$ cat config.mk
export PLATFORM = sky130hd
export DESIGN_NAME = mem_port_arbiter
export DESIGN_NICKNAME = d
export VERILOG_FILES = /design/src/rtl/mem_port_arbiter.sv
export SDC_FILE = /design/constraint.sdc
export NUM_CORES = 1
export LEC_CHECK = 0
export ABC_AREA = 1
export BUFFER_PORTS_ARGS = -buffer_cell sky130_fd_sc_hd__buf_4
export CAP_MARGIN = 20
export CORE_AREA = 2 2 126 128
export DETAILED_ROUTE_END_ITERATION = 8
export DIE_AREA = 0 0 128 130
export PLACE_DENSITY = 0.49
export SYNTH_ARGS = -nofsm -noshare
export SYNTH_HDL_FRONTEND = slang
export SYNTH_SLANG_ARGS = --single-unit
$ cat constraint.sdc
create_clock -name clk -period 2.71 [get_ports clk]
set_input_delay 0.4065 -clock clk [delete_from_list [all_inputs] [get_ports clk]]
set_output_delay 0.4065 -clock clk [all_outputs]
set_load 0.005 [all_outputs]
$ cat src/rtl/mem_port_arbiter.sv
// rtl/mem_port_arbiter.sv - inst/data arbiter onto one SRAM-like port with grant lock and response tag FIFO
// Optional round-robin tie-break on simultaneous requests: MEM_ARB_ROUND_ROBIN_EN.
module mem_port_arbiter #(
    parameter int MAX_OUTST = 4,
    parameter int ADDR_W    = 32,
    parameter int DATA_W    = 32
) (
    input  logic                         clk,
    input  logic                         reset,
    input  logic                         inst_req,
    input  logic                         inst_wr,
    input  logic [1:0]                   inst_size,
    input  logic [3:0]                   inst_wstrb,
    input  logic [ADDR_W-1:0]            inst_addr,
    input  logic [DATA_W-1:0]            inst_wdata,
    output logic                         inst_addr_ok,
    output logic                         inst_data_ok,
    output logic [DATA_W-1:0]            inst_rdata,
    input  logic                         data_req,
    input  logic                         data_wr,
    input  logic [1:0]                   data_size,
    input  logic [3:0]                   data_wstrb,
    input  logic [ADDR_W-1:0]            data_addr,
    input  logic [DATA_W-1:0]            data_wdata,
    output logic                         data_addr_ok,
    output logic                         data_data_ok,
    output logic [DATA_W-1:0]            data_rdata,
    output logic                         mem_req,
    output logic                         mem_wr,
    output logic [1:0]                   mem_size,
    output logic [3:0]                   mem_wstrb,
    output logic [ADDR_W-1:0]            mem_addr,
    output logic [DATA_W-1:0]            mem_wdata,
    input  logic                         mem_addr_ok,
    input  logic                         mem_data_ok,
    input  logic [DATA_W-1:0]            mem_rdata,
    output logic [$clog2(MAX_OUTST):0]   outst_cnt,
    output logic                         resp_err
);

    localparam int CW = $clog2(MAX_OUTST) + 1;
    localparam int PW = $clog2(MAX_OUTST);
    localparam logic [CW-1:0] FULL_CNT = CW'(MAX_OUTST);

    typedef enum logic [1:0] {IDLE, LOCK_I, LOCK_D} state_t;

    state_t              state_q, state_d;
    logic [CW-1:0]       cnt_q, cnt_d;
    logic [PW-1:0]       wptr_q, wptr_d, rptr_q, rptr_d;
    logic [MAX_OUTST-1:0] tag_q, tag_d;
    logic                resp_err_q, resp_err_d;
    logic                gnt_vld, gnt_data;
    logic                full, empty, push, pop, head;

`ifdef MEM_ARB_ROUND_ROBIN_EN
    logic                last_q, last_d;
`endif

    assign full  = (cnt_q == FULL_CNT);
    assign empty = (cnt_q == '0);

    always_comb begin
        state_d  = state_q;
        gnt_vld  = 1'b0;
        gnt_data = 1'b0;
        case (state_q)
            IDLE: begin
                if (!full) begin
`ifdef MEM_ARB_ROUND_ROBIN_EN
                    gnt_data = (data_req && inst_req) ? ~last_q : data_req;
`else
                    gnt_data = data_req;
`endif
                    gnt_vld = data_req | inst_req;
                    if (gnt_vld && !mem_addr_ok)
                        state_d = gnt_data ? LOCK_D : LOCK_I;
                end
            end
            LOCK_I: begin
                gnt_vld = inst_req;
                if (mem_addr_ok)
                    state_d = IDLE;
            end
            LOCK_D: begin
                gnt_data = 1'b1;
                gnt_vld  = data_req;
                if (mem_addr_ok)
                    state_d = IDLE;
            end
            default: state_d = IDLE;
        endcase
    end

    assign mem_req   = gnt_vld;
    assign mem_wr    = gnt_data ? data_wr    : inst_wr;
    assign mem_size  = gnt_data ? data_size  : inst_size;
    assign mem_wstrb = gnt_data ? data_wstrb : inst_wstrb;
    assign mem_addr  = gnt_data ? data_addr  : inst_addr;
    assign mem_wdata = gnt_data ? data_wdata : inst_wdata;

    assign inst_addr_ok = mem_addr_ok & mem_req & ~gnt_data;
    assign data_addr_ok = mem_addr_ok & mem_req &  gnt_data;

    // Tag bit per outstanding transaction: 1 = data side, 0 = inst side.
    assign push = mem_req & mem_addr_ok;
    assign pop  = mem_data_ok & ~empty;
    assign head = tag_q[rptr_q];

    always_comb begin
        tag_d      = tag_q;
        wptr_d     = wptr_q;
        rptr_d     = rptr_q;
        cnt_d      = cnt_q;
        resp_err_d = resp_err_q | (mem_data_ok & empty);
        if (push) begin
            tag_d[wptr_q] = gnt_data;
            wptr_d        = wptr_q + PW'(1);
        end
        if (pop)
            rptr_d = rptr_q + PW'(1);
        case ({push, pop})
            2'b10:   cnt_d = cnt_q + CW'(1);
            2'b01:   cnt_d = cnt_q - CW'(1);
            default: cnt_d = cnt_q;
        endcase
    end

`ifdef MEM_ARB_ROUND_ROBIN_EN
    assign last_d = push ? gnt_data : last_q;
`endif

    always_ff @(posedge clk or posedge reset) begin
        if (reset) begin
            state_q    <= IDLE;
            cnt_q      <= '0;
            wptr_q     <= '0;
            rptr_q     <= '0;
            tag_q      <= '0;
            resp_err_q <= 1'b0;
`ifdef MEM_ARB_ROUND_ROBIN_EN
            last_q     <= 1'b0;
`endif
        end else begin
            state_q    <= state_d;
            cnt_q      <= cnt_d;
            wptr_q     <= wptr_d;
            rptr_q     <= rptr_d;
            tag_q      <= tag_d;
            resp_err_q <= resp_err_d;
`ifdef MEM_ARB_ROUND_ROBIN_EN
            last_q     <= last_d;
`endif
        end
    end

    assign inst_data_ok = pop & ~head;
    assign data_data_ok = pop &  head;
    assign inst_rdata   = mem_rdata;
    assign data_rdata   = mem_rdata;
    assign outst_cnt    = cnt_q;
    assign resp_err     = resp_err_q;

endmodule

# Word level (Yosys, flattened, before mapping)
# Index checks and enable logic that the tools add are counted.
dict set report totals {
  out_inout_bits 144
  word_cells 61
  in_bits 180
  reg_bits 14
}
dict set report classes {
  n_mux 20
  add_sub_neg 4
  reduce_logical 8
  order_cmp 3
  eq_ne 8
  bitwise 12
}
# cell n
set ops {}
lappend ops {{32-bit 2-to-1 mux} 2}
lappend ops {{2-bit 2-to-1 mux} 5}
lappend ops {{1-bit bitwise AND} 7}
lappend ops {{2-bit by 3-bit less-than comparator with 1-bit output (second input constant)} 2}
lappend ops {{3-bit case mux with 2 select lines} 1}
lappend ops {{1-bit 2-to-1 mux} 5}
lappend ops {{2-bit by 1-bit adder with 2-bit output (second input constant)} 2}
lappend ops {{4-bit bitwise mux} 1}
lappend ops {{2-bit by 1-bit equality test with 1-bit output (second input constant)} 2}
lappend ops {{2-bit equality test (second input constant)} 2}
lappend ops {{4-bit 2-to-1 mux} 1}
lappend ops {{2-bit != test (second input constant)} 2}
lappend ops {{2-bit case mux with 2 select lines} 1}
lappend ops {{3-bit by 1-bit adder with 3-bit output (second input constant)} 1}
lappend ops {{3-bit equality test (second input constant)} 1}
lappend ops {{3-bit logical NOT} 1}
lappend ops {{1-bit inverter} 3}
lappend ops {{1-bit case mux with 3 select lines} 1}
lappend ops {{3-bit AND reduction} 1}
lappend ops {{3-bit by 1-bit subtractor with 3-bit output (second input constant)} 1}
lappend ops {{1-bit binary-select mux with 2-bit select} 1}
lappend ops {{1-bit demux with 2-bit select} 1}
lappend ops {{2-bit by 1-bit greater-or-equal comparator with 1-bit output (second input constant)} 1}
lappend ops {{1-bit logical AND} 2}
lappend ops {{other kinds (7)} 8}

# Depth between registers and ports, before layout
# Gate-level depths: netlist (run 1).
dict set report logic_depth {
  ltp_word 6
  depth_mapped 13
  mapped_depth_nobuf 13
}

# Worst setup path before layout (run 1)
# OpenSTA, ideal clock, no wires.
dict set report synth_timing {
  path_type {reg-to-reg}
  startpoint {register state_q[0]}
  endpoint {register cnt_q[2], in the netlist outst_cnt[2]}
  stages_incl_launch_ff 12
  setup_slack_ns 0.629
  synth_period_minus_slack_ns 2.081
  setup_ns 0.131
  required_ns 2.579
  n_path_buf 0
  t_arrival_ns 1.950
  cell_sequence {dfrtp_1 inv_1 ha_1 nand3_1 nand2_2 nand3_2 ha_1 inv_1 fa_1 a21oi_1 o21ai_0 xor2_1}
}
dict set report synth_via {
  elab_chain_len 5
  word_cells_on_any_way 9
  cone_classes {eq/ne (4); mux (2); bitwise (1); reduce/logical (2)}
}
# element line
set synth_rtl {}
lappend synth_rtl {{start, declared} 47} ;# state_t state_q, state_d;
lappend synth_rtl {{start signal, assigned} 144} ;# state_q <= state_d;
lappend synth_rtl {{2-bit equality test, or another cell as far along} 66} ;# case (state_q)
lappend synth_rtl {{1-bit case mux with 3 select lines *} 66}
lappend synth_rtl {{1-bit bitwise AND *} 105} ;# assign push = mem_req & mem_addr_ok;
lappend synth_rtl {{2-bit by 1-bit equality test with 1-bit output / 2-bit equality test (equally long branches)} 121} ;# case ({push, pop})
lappend synth_rtl {{3-bit case mux with 2 select lines / 2-bit nonzero test (equally long branches)} -}
lappend synth_rtl {{end signal, assigned} 145} ;# cnt_q <= cnt_d;
lappend synth_rtl {{end, declared} 48} ;# logic [CW-1:0] cnt_q, cnt_d;
# Every way passes the cells marked *; elsewhere a longest branch is shown, timed or not.
# A chain may end at the register's enable or synchronous reset.

# Worst setup path after layout (run 1)
dict set report layout_timing {
  startpoint {register state_q[0]}
  endpoint {output port mem_addr[23]}
}
dict set report layout_via {
  elab_chain_len 3
  word_cells_on_any_way 4
  cone_classes {eq/ne (1); mux (2); reduce/logical (1)}
}
# element line
set layout_rtl {}
lappend layout_rtl {{2-bit equality test / 2-bit logical NOT (equally long branches)} 66}
lappend layout_rtl {{1-bit case mux with 2 select lines *} 66}
lappend layout_rtl {{32-bit 2-to-1 mux *} 98} ;# assign mem_addr = gnt_data ? data_addr : inst_addr;
lappend layout_rtl {{end, declared} 32} ;# output logic [ADDR_W-1:0] mem_addr,
# Marks and branches as above.

==> reports/qor.csv, run 1 <==
stage,metric,value,unit
clocking,clk_lat worst skew,240,ps
logic_synthesis,Post-Syn Area,2290,um^2
critical_path,cell mode on critical path,nand2_1,
critical_path,WP data required,2300,ps
sta,worst hold margin,225,ps
die,I/O pin count,324,
clocking,CTS Hold Bufs,0,
finish,Util after Layout,24.5,%
sta,setup TNS,0,ps
finish,P&R area growth vs syn,64.6,%
logic_synthesis,Simple-Gate Fraction of Synth Area,44.8,%
critical_path,CP Buf/Inv Count,3,
drt,WL met1,3.39,mm
clocking,CTS H-Tree Depth,1,
clocking,CTS tree,yes,
die,die width,128,um
logic_synthesis,ys flop type,dfrtp_1,
critical_path,reg2reg end,outst_cnt[2],
critical_path,FF-to-FF path depth,11,
critical_path,worst r2r src,state_q[0],
global_routing,vias in the first global route,2571,
drt,met3 wire length,1.08,mm
logic_synthesis,Post-synth EDFFs,0,
worst_hold_path,worst min path class,input port to async pin,
critical_path,critical path's slowest cell,dfrtp_1,
clocking,clk sinks,14,
place,DP Cell Count,741,
clocking,Clk Tree Root Cell,clkbuf_16,
job,Max Cap Violations,0,
sta,Hold Fails Final Rpt,0,
logic_synthesis,Yosys reg bits,14,
finish,ant diodes,0,
place,Final HPWL DP,7.47,mm
drt,1st-pass router iterations,4,
sta,Slew headroom,61.3,%
logic_synthesis,yosys warns,0,
clocking,post_cts resized,0,
die,Core ar.,15400,um^2
critical_path,critical path depth,8,
logic_synthesis,post-synthesis instance total,398,
place,Final Wtd Congestion,0.749,
sta,RSZ-0062 raised after global routing,false,
place,I/O Buffers,227,
global_routing,initial antenna violation count,0,
drt,WL/cell,12.0,um
drt,DR WL met2,4.40,mm
logic_synthesis,Post-Synth Adder-Cell Area,5.79,%
critical_path,reg2reg setup slack,440,ps
die,chip height,130,um
drt,Vias,2843,
power,maximum vdd drop,0.000414,V
die,full die area,16600,um^2
critical_path,max incr delay on CP,400,ps
critical_path,startpoint types,flop,
critical_path,Worst Setup SP,state_q[0],
global_routing,Total GRT Usage,9.26,%
critical_path,Critical Path Sink Type,primary output,
logic_synthesis,post-synthesis mux area share,0,%
global_routing,GRT overflow,0,
drt,starting DRC count in detailed routing,74,
critical_path,CP Max Fanout,76,
sta,f_max,424,MHz
logic_synthesis,"top cells by area, synth","nand2_1 (39%), buf_4 (23%), dfrtp_1 (15%), ha_1 (4.9%), inv_1 (2.8%)",
die,FP Rows,46,
finish,share of cells above drive strength 1,43.9,%
global_routing,first-pass GRT wire length,12.7,mm
drt,Top Layer Used,met4,
logic_synthesis,post-synthesis compound-gate area fraction,3.06,%
outcome,outcome,"complete, no violations",
logic_synthesis,count of cell types in the netlist,25,
power,P_leak,2.25,nW
sta,Setup Viol. Count Final,0,
drt,antenna-violating nets left,0,
clocking,post-CTS setup-driven buffer insertion count,0,
logic_synthesis,ys async rst share,100,%
logic_synthesis,syn_nets,588,
logic_synthesis,main combinational cell family by area after synthesis,simple AND/OR/NAND/NOR gates,
logic_synthesis,post-synthesis xor/xnor area fraction,1.53,%
finish,Non-Filler Instances,745,
clocking,deepest clock path buffer count,2,
clocking,clock slew at reported path FFs,50,ps
drt,"wirelength, routed",8.91,mm
sta,Final Max Slew Viols,0,
sta,Worst-Margin Slew,579,ps
sta,period utilization,87.0,%
logic_synthesis,Mean Syn Cell Area,5.76,um^2
critical_path,"CP delay by family, top",buffers and inverters,
logic_synthesis,most common library cells after synthesis,"nand2_1 (237), buf_4 (71), inv_1 (17)",
critical_path,Arrival @ worst endpoint,1950,ps
sta,min Tclk post-route,2360,ps
critical_path,CP Class,flop to primary output,
logic_synthesis,top-count cell post-synth,nand2_1,
finish,fin nets,744,
power,Pwr Total,3.45,mW
die,Initial Util,14.9,%
logic_synthesis,area share of the largest cell type after synthesis,38.8,%
sta,clk_skew,2.46,ps
drt,drc violations,0,
drt,vias per std cell,3.82,
clocking,CTS buffer count,3,
power,PwrDens,914,nW/um^2
global_routing,largest net degree at the start of global routing,77,
critical_path,CP cell instances,"inv_1, ha_1, nand3_2, nand2_2, buf_12, nand2_1, nand2_1, buf_4",
logic_synthesis,cell taking the most area after synthesis,nand2_1,
logic_synthesis,sequential share of the synthesized area,15.3,%
critical_path,CP endpoint,mem_addr[23],
-- power breakdown --
group	switching (mW)	internal (mW)
Clock	0.0899	0.224
Combinational	1.41	1.33
Sequential	0.0892	0.310
Total	1.58	1.86
-- layer usage --
| metal | global-route usage (%) | up-vias |
|---|---|---|
| li1 | - | 1452 |
| met1 | 10.6 | 1178 |
| met2 | 17.1 | 207 |
| met3 | 3.36 | 6 |
| met4 | 0.840 | 0 |
| met5 | 0 | - |
-- layout make-up --
cell class	count	area [um^2]
tap	192	240
multi-input combinational	286	1260
inverter	18	70.1
clock buffer	4	88.8
sequential	14	350
fill	1790	11700
timing repair buffer	231	1760
-- worst min path at each step --
stage / start / endpoint / slack (ps) / cells past startpoint
floorplan: reset / outst_cnt[0] / 300 / 1
global placement: tag_q[2] / tag_q[2] / 470 / 2
detailed placement: resp_err / resp_err / 470 / 1
CTS: reset / rptr_q[0] / 250 / 2
global route: reset / rptr_q[0] / 280 / 2
finish: reset / resp_err / 230 / 2
-- logic make-up after synthesis --
group                      after synthesis
DFF                                     14
and+or+nand+nor                        261
xor gates and xnor gates                 4
buffers and inverters                   98
AOI/OAI and AO/OA                       11
adders and majority gates               10
-- state kept, by name, indices dropped and copies added, names as in the netlist --
name and flops:
resp_err 1, outst_cnt 3, rptr_q 2, tag_q 4, state_q 2, wptr_q 2
-- cell usage in the layout, fill, tap and decap left out, drive strengths merged --
cell type    n
nand4        8
and2         1
clkbuf       4
inv         18
xnor2        1
ha           9
nand2      239
nor2         8
fa           1
xor2         3
a31o         1
a21oi        3
nand3        5
buf        231
o21ai        5
a32o         1
dfrtp       14
o211ai       1
-- per-stage QoR --
step / setup WS (ps) / cell area [um^2]
after global routing: 175 / 3770
after detailed placement: 446 / 3680
final: 353 / 3770
after global placement: 462 / 3680
after floorplan: 629 / 2290
after CTS: 359 / 3770
Power figures use the tool's default switching activity.
==> run 2: changes to the inputs <==
- CTS_CLUSTER_DIAMETER: not set -> 200
- PLACE_DENSITY: 0.49 -> 0.54
==> run 2 against run 1 <==
  * Clock power about the same
  * Combinational power about the same
  * First-iteration DRC count increased by 27%
  * Largest power group unchanged
==> reports/qor.csv, run 2 (synthesis gave the netlist of run 1 again) <==
stage,metric,value,unit,change
power,maximum vdd drop,0.000499,V,+21%
drt,1st-pass router iterations,4,,unchanged
sta,Final Max Slew Viols,0,,unchanged
drt,drc violations,0,,unchanged
die,full die area,16600,um^2,unchanged
critical_path,Arrival @ worst endpoint,2110,ps,+160 ps
finish,Largest Register,tag_q,,
place,Final Wtd Congestion,0.818,,+9.1%
clocking,post_cts resized,0,,unchanged
critical_path,"CP delay by family, top",buffers and inverters,,
sta,setup TNS,0,ps,unchanged
finish,fin nets,743,,-0.13%
clocking,clk sinks,14,,unchanged
sta,Setup Viol. Count Final,0,,unchanged
critical_path,critical path's slowest cell,buf_4,,
die,I/O pin count,324,,unchanged
finish,"commonest cells after routing, fill and taps aside","nand2_1 (237), buf_4 (229), inv_1 (17)",,
finish,fillers,1746,,-2.5%
critical_path,CP Max Fanout,48,,-37%
critical_path,max incr delay on CP,430,ps,+30 ps
finish,sequential cell area,350,um^2,unchanged
sta,min Tclk post-route,2510,ps,+155 ps
critical_path,startpoint types,flop,,
die,Initial Util,14.9,%,unchanged
finish,multi-input logic area,1260,um^2,unchanged
clocking,deepest clock path buffer count,2,,unchanged
sta,f_max,398,MHz,-6.2%
die,FP Rows,46,,unchanged
global_routing,Total GRT Usage,10.7,%,+1.4 points
critical_path,CP Class,flop to primary output,,
clocking,CTS tree,yes,,
drt,Vias,2817,,-0.91%
power,PwrDens,926,nW/um^2,+1.3%
clocking,CTS buffer count,3,,unchanged
clocking,clk_lat worst skew,240,ps,about the same
critical_path,CP Buf/Inv Count,3,,unchanged
die,die width,128,um,unchanged
die,chip height,130,um,unchanged
sta,Hold Fails Final Rpt,0,,unchanged
finish,P&R area growth vs syn,63.7,%,
clocking,CTS Hold Bufs,0,,unchanged
finish,ant diodes,0,,unchanged
place,Final HPWL DP,8.49,mm,+14%
finish,share of cells above drive strength 1,43.8,%,-0.10 points
drt,vias per std cell,3.79,,-0.78%
critical_path,CP cell instances,"inv_1, ha_1, nand3_2, nand2_2, buf_4, nand2_1, nand2_1, buf_4",,
global_routing,first-pass GRT wire length,14.0,mm,+11%
job,Max Cap Violations,0,,unchanged
sta,Worst-Margin Slew,574,ps,-5.39 ps
sta,period utilization,92.7,%,+5.7 points
place,I/O Buffers,227,,unchanged
drt,WL/cell,13.7,um,+15%
global_routing,largest net degree at the start of global routing,49,,-36%
sta,clk_skew,1.52,ps,-0.941 ps
global_routing,initial antenna violation count,0,,unchanged
critical_path,WP data required,2300,ps,about the same
sta,RSZ-0062 raised after global routing,false,,
worst_hold_path,worst min path class,input port to async pin,,
global_routing,vias in the first global route,2516,,-2.1%
place,DP Cell Count,740,,-0.13%
finish,max reg flops,4,,unchanged
clocking,clock slew at reported path FFs,50,ps,about the same
global_routing,GRT overflow,0,,unchanged
drt,"wirelength, routed",10.2,mm,+15%
clocking,Clk Tree Root Cell,clkbuf_16,,
clocking,CTS H-Tree Depth,1,,unchanged
finish,"most common cell after layout, fill and taps aside",nand2_1,,
drt,starting DRC count in detailed routing,94,,+27%
die,Core ar.,15400,um^2,unchanged
finish,Non-Filler Instances,744,,-0.13%
critical_path,Critical Path Sink Type,primary output,,
clocking,post-CTS setup-driven buffer insertion count,0,,unchanged
sta,Slew headroom,61.7,%,+0.36 points
outcome,outcome,"complete, no violations",,
power,P_leak,2.24,nW,-0.39%
drt,antenna-violating nets left,0,,unchanged
[run 2: cell count changes in the layout (fill, tap and decap cells not counted)]
| cell | delta |
|---|---|
| buf_12 | -1 |
[run 2: layout make-up]
class	instances	share of cell area, %
timing repair buffer	230	46.3
clock buffer	4	2.37
inverter	18	1.87
multi-input combinational	286	33.7
tap	192	6.40
sequential	14	9.34
[run 2: metal layers]
layer	share of wire, %	up-vias	wire [um]	GRT usage (%)
li1	-	1447	-	-
met1	41	1170	4170	13.6
met2	47	198	4800	18.0
met3	12	2	1230	4.39
met4	0.039	0	4	0.194
met5	0	-	0	0
[run 2: final timing paths]
path / slack, ps / end / startpoint / cells after the start
min: 230 / rptr_q[1] / reset / 2
min in group clk: 420 / resp_err / mem_data_ok / 2
min reg2reg: 490 / resp_err / resp_err / 1
max reg2reg: 460 / outst_cnt[2] / state_q[0] / 11
max: 200 / mem_wr / state_q[0] / 8
max in group asynchronous: 2110 / wptr_q[0] / reset / 2
[run 2: power by group]
group / leakage (nW) / internal (mW) / switching [mW]
clock network: 0.0442 / 0.224 / 0.0892
registers: 0.169 / 0.310 / 0.0895
logic: 2.03 / 1.30 / 1.46
total: 2.24 / 1.83 / 1.64
[run 2: metrics by stage]
| stage | instance area [um^2] | util, % | hold WS [ps] | setup WS, ps | power, mW |
|---|---|---|---|---|---|
| global route | 3750 | 24.3 | 287 | 18.9 | 3.88 |
| CTS | 3750 | 24.3 | 245 | 189 | 3.55 |
| global placement | 3660 | 23.8 | 473 | 473 | 3.21 |
| detailed placement | 3660 | 23.8 | 468 | 452 | 3.22 |
| floorplan | 2290 | - | 296 | 629 | 1.92 |
| finish | 3750 | 24.3 | 226 | 198 | 3.47 |
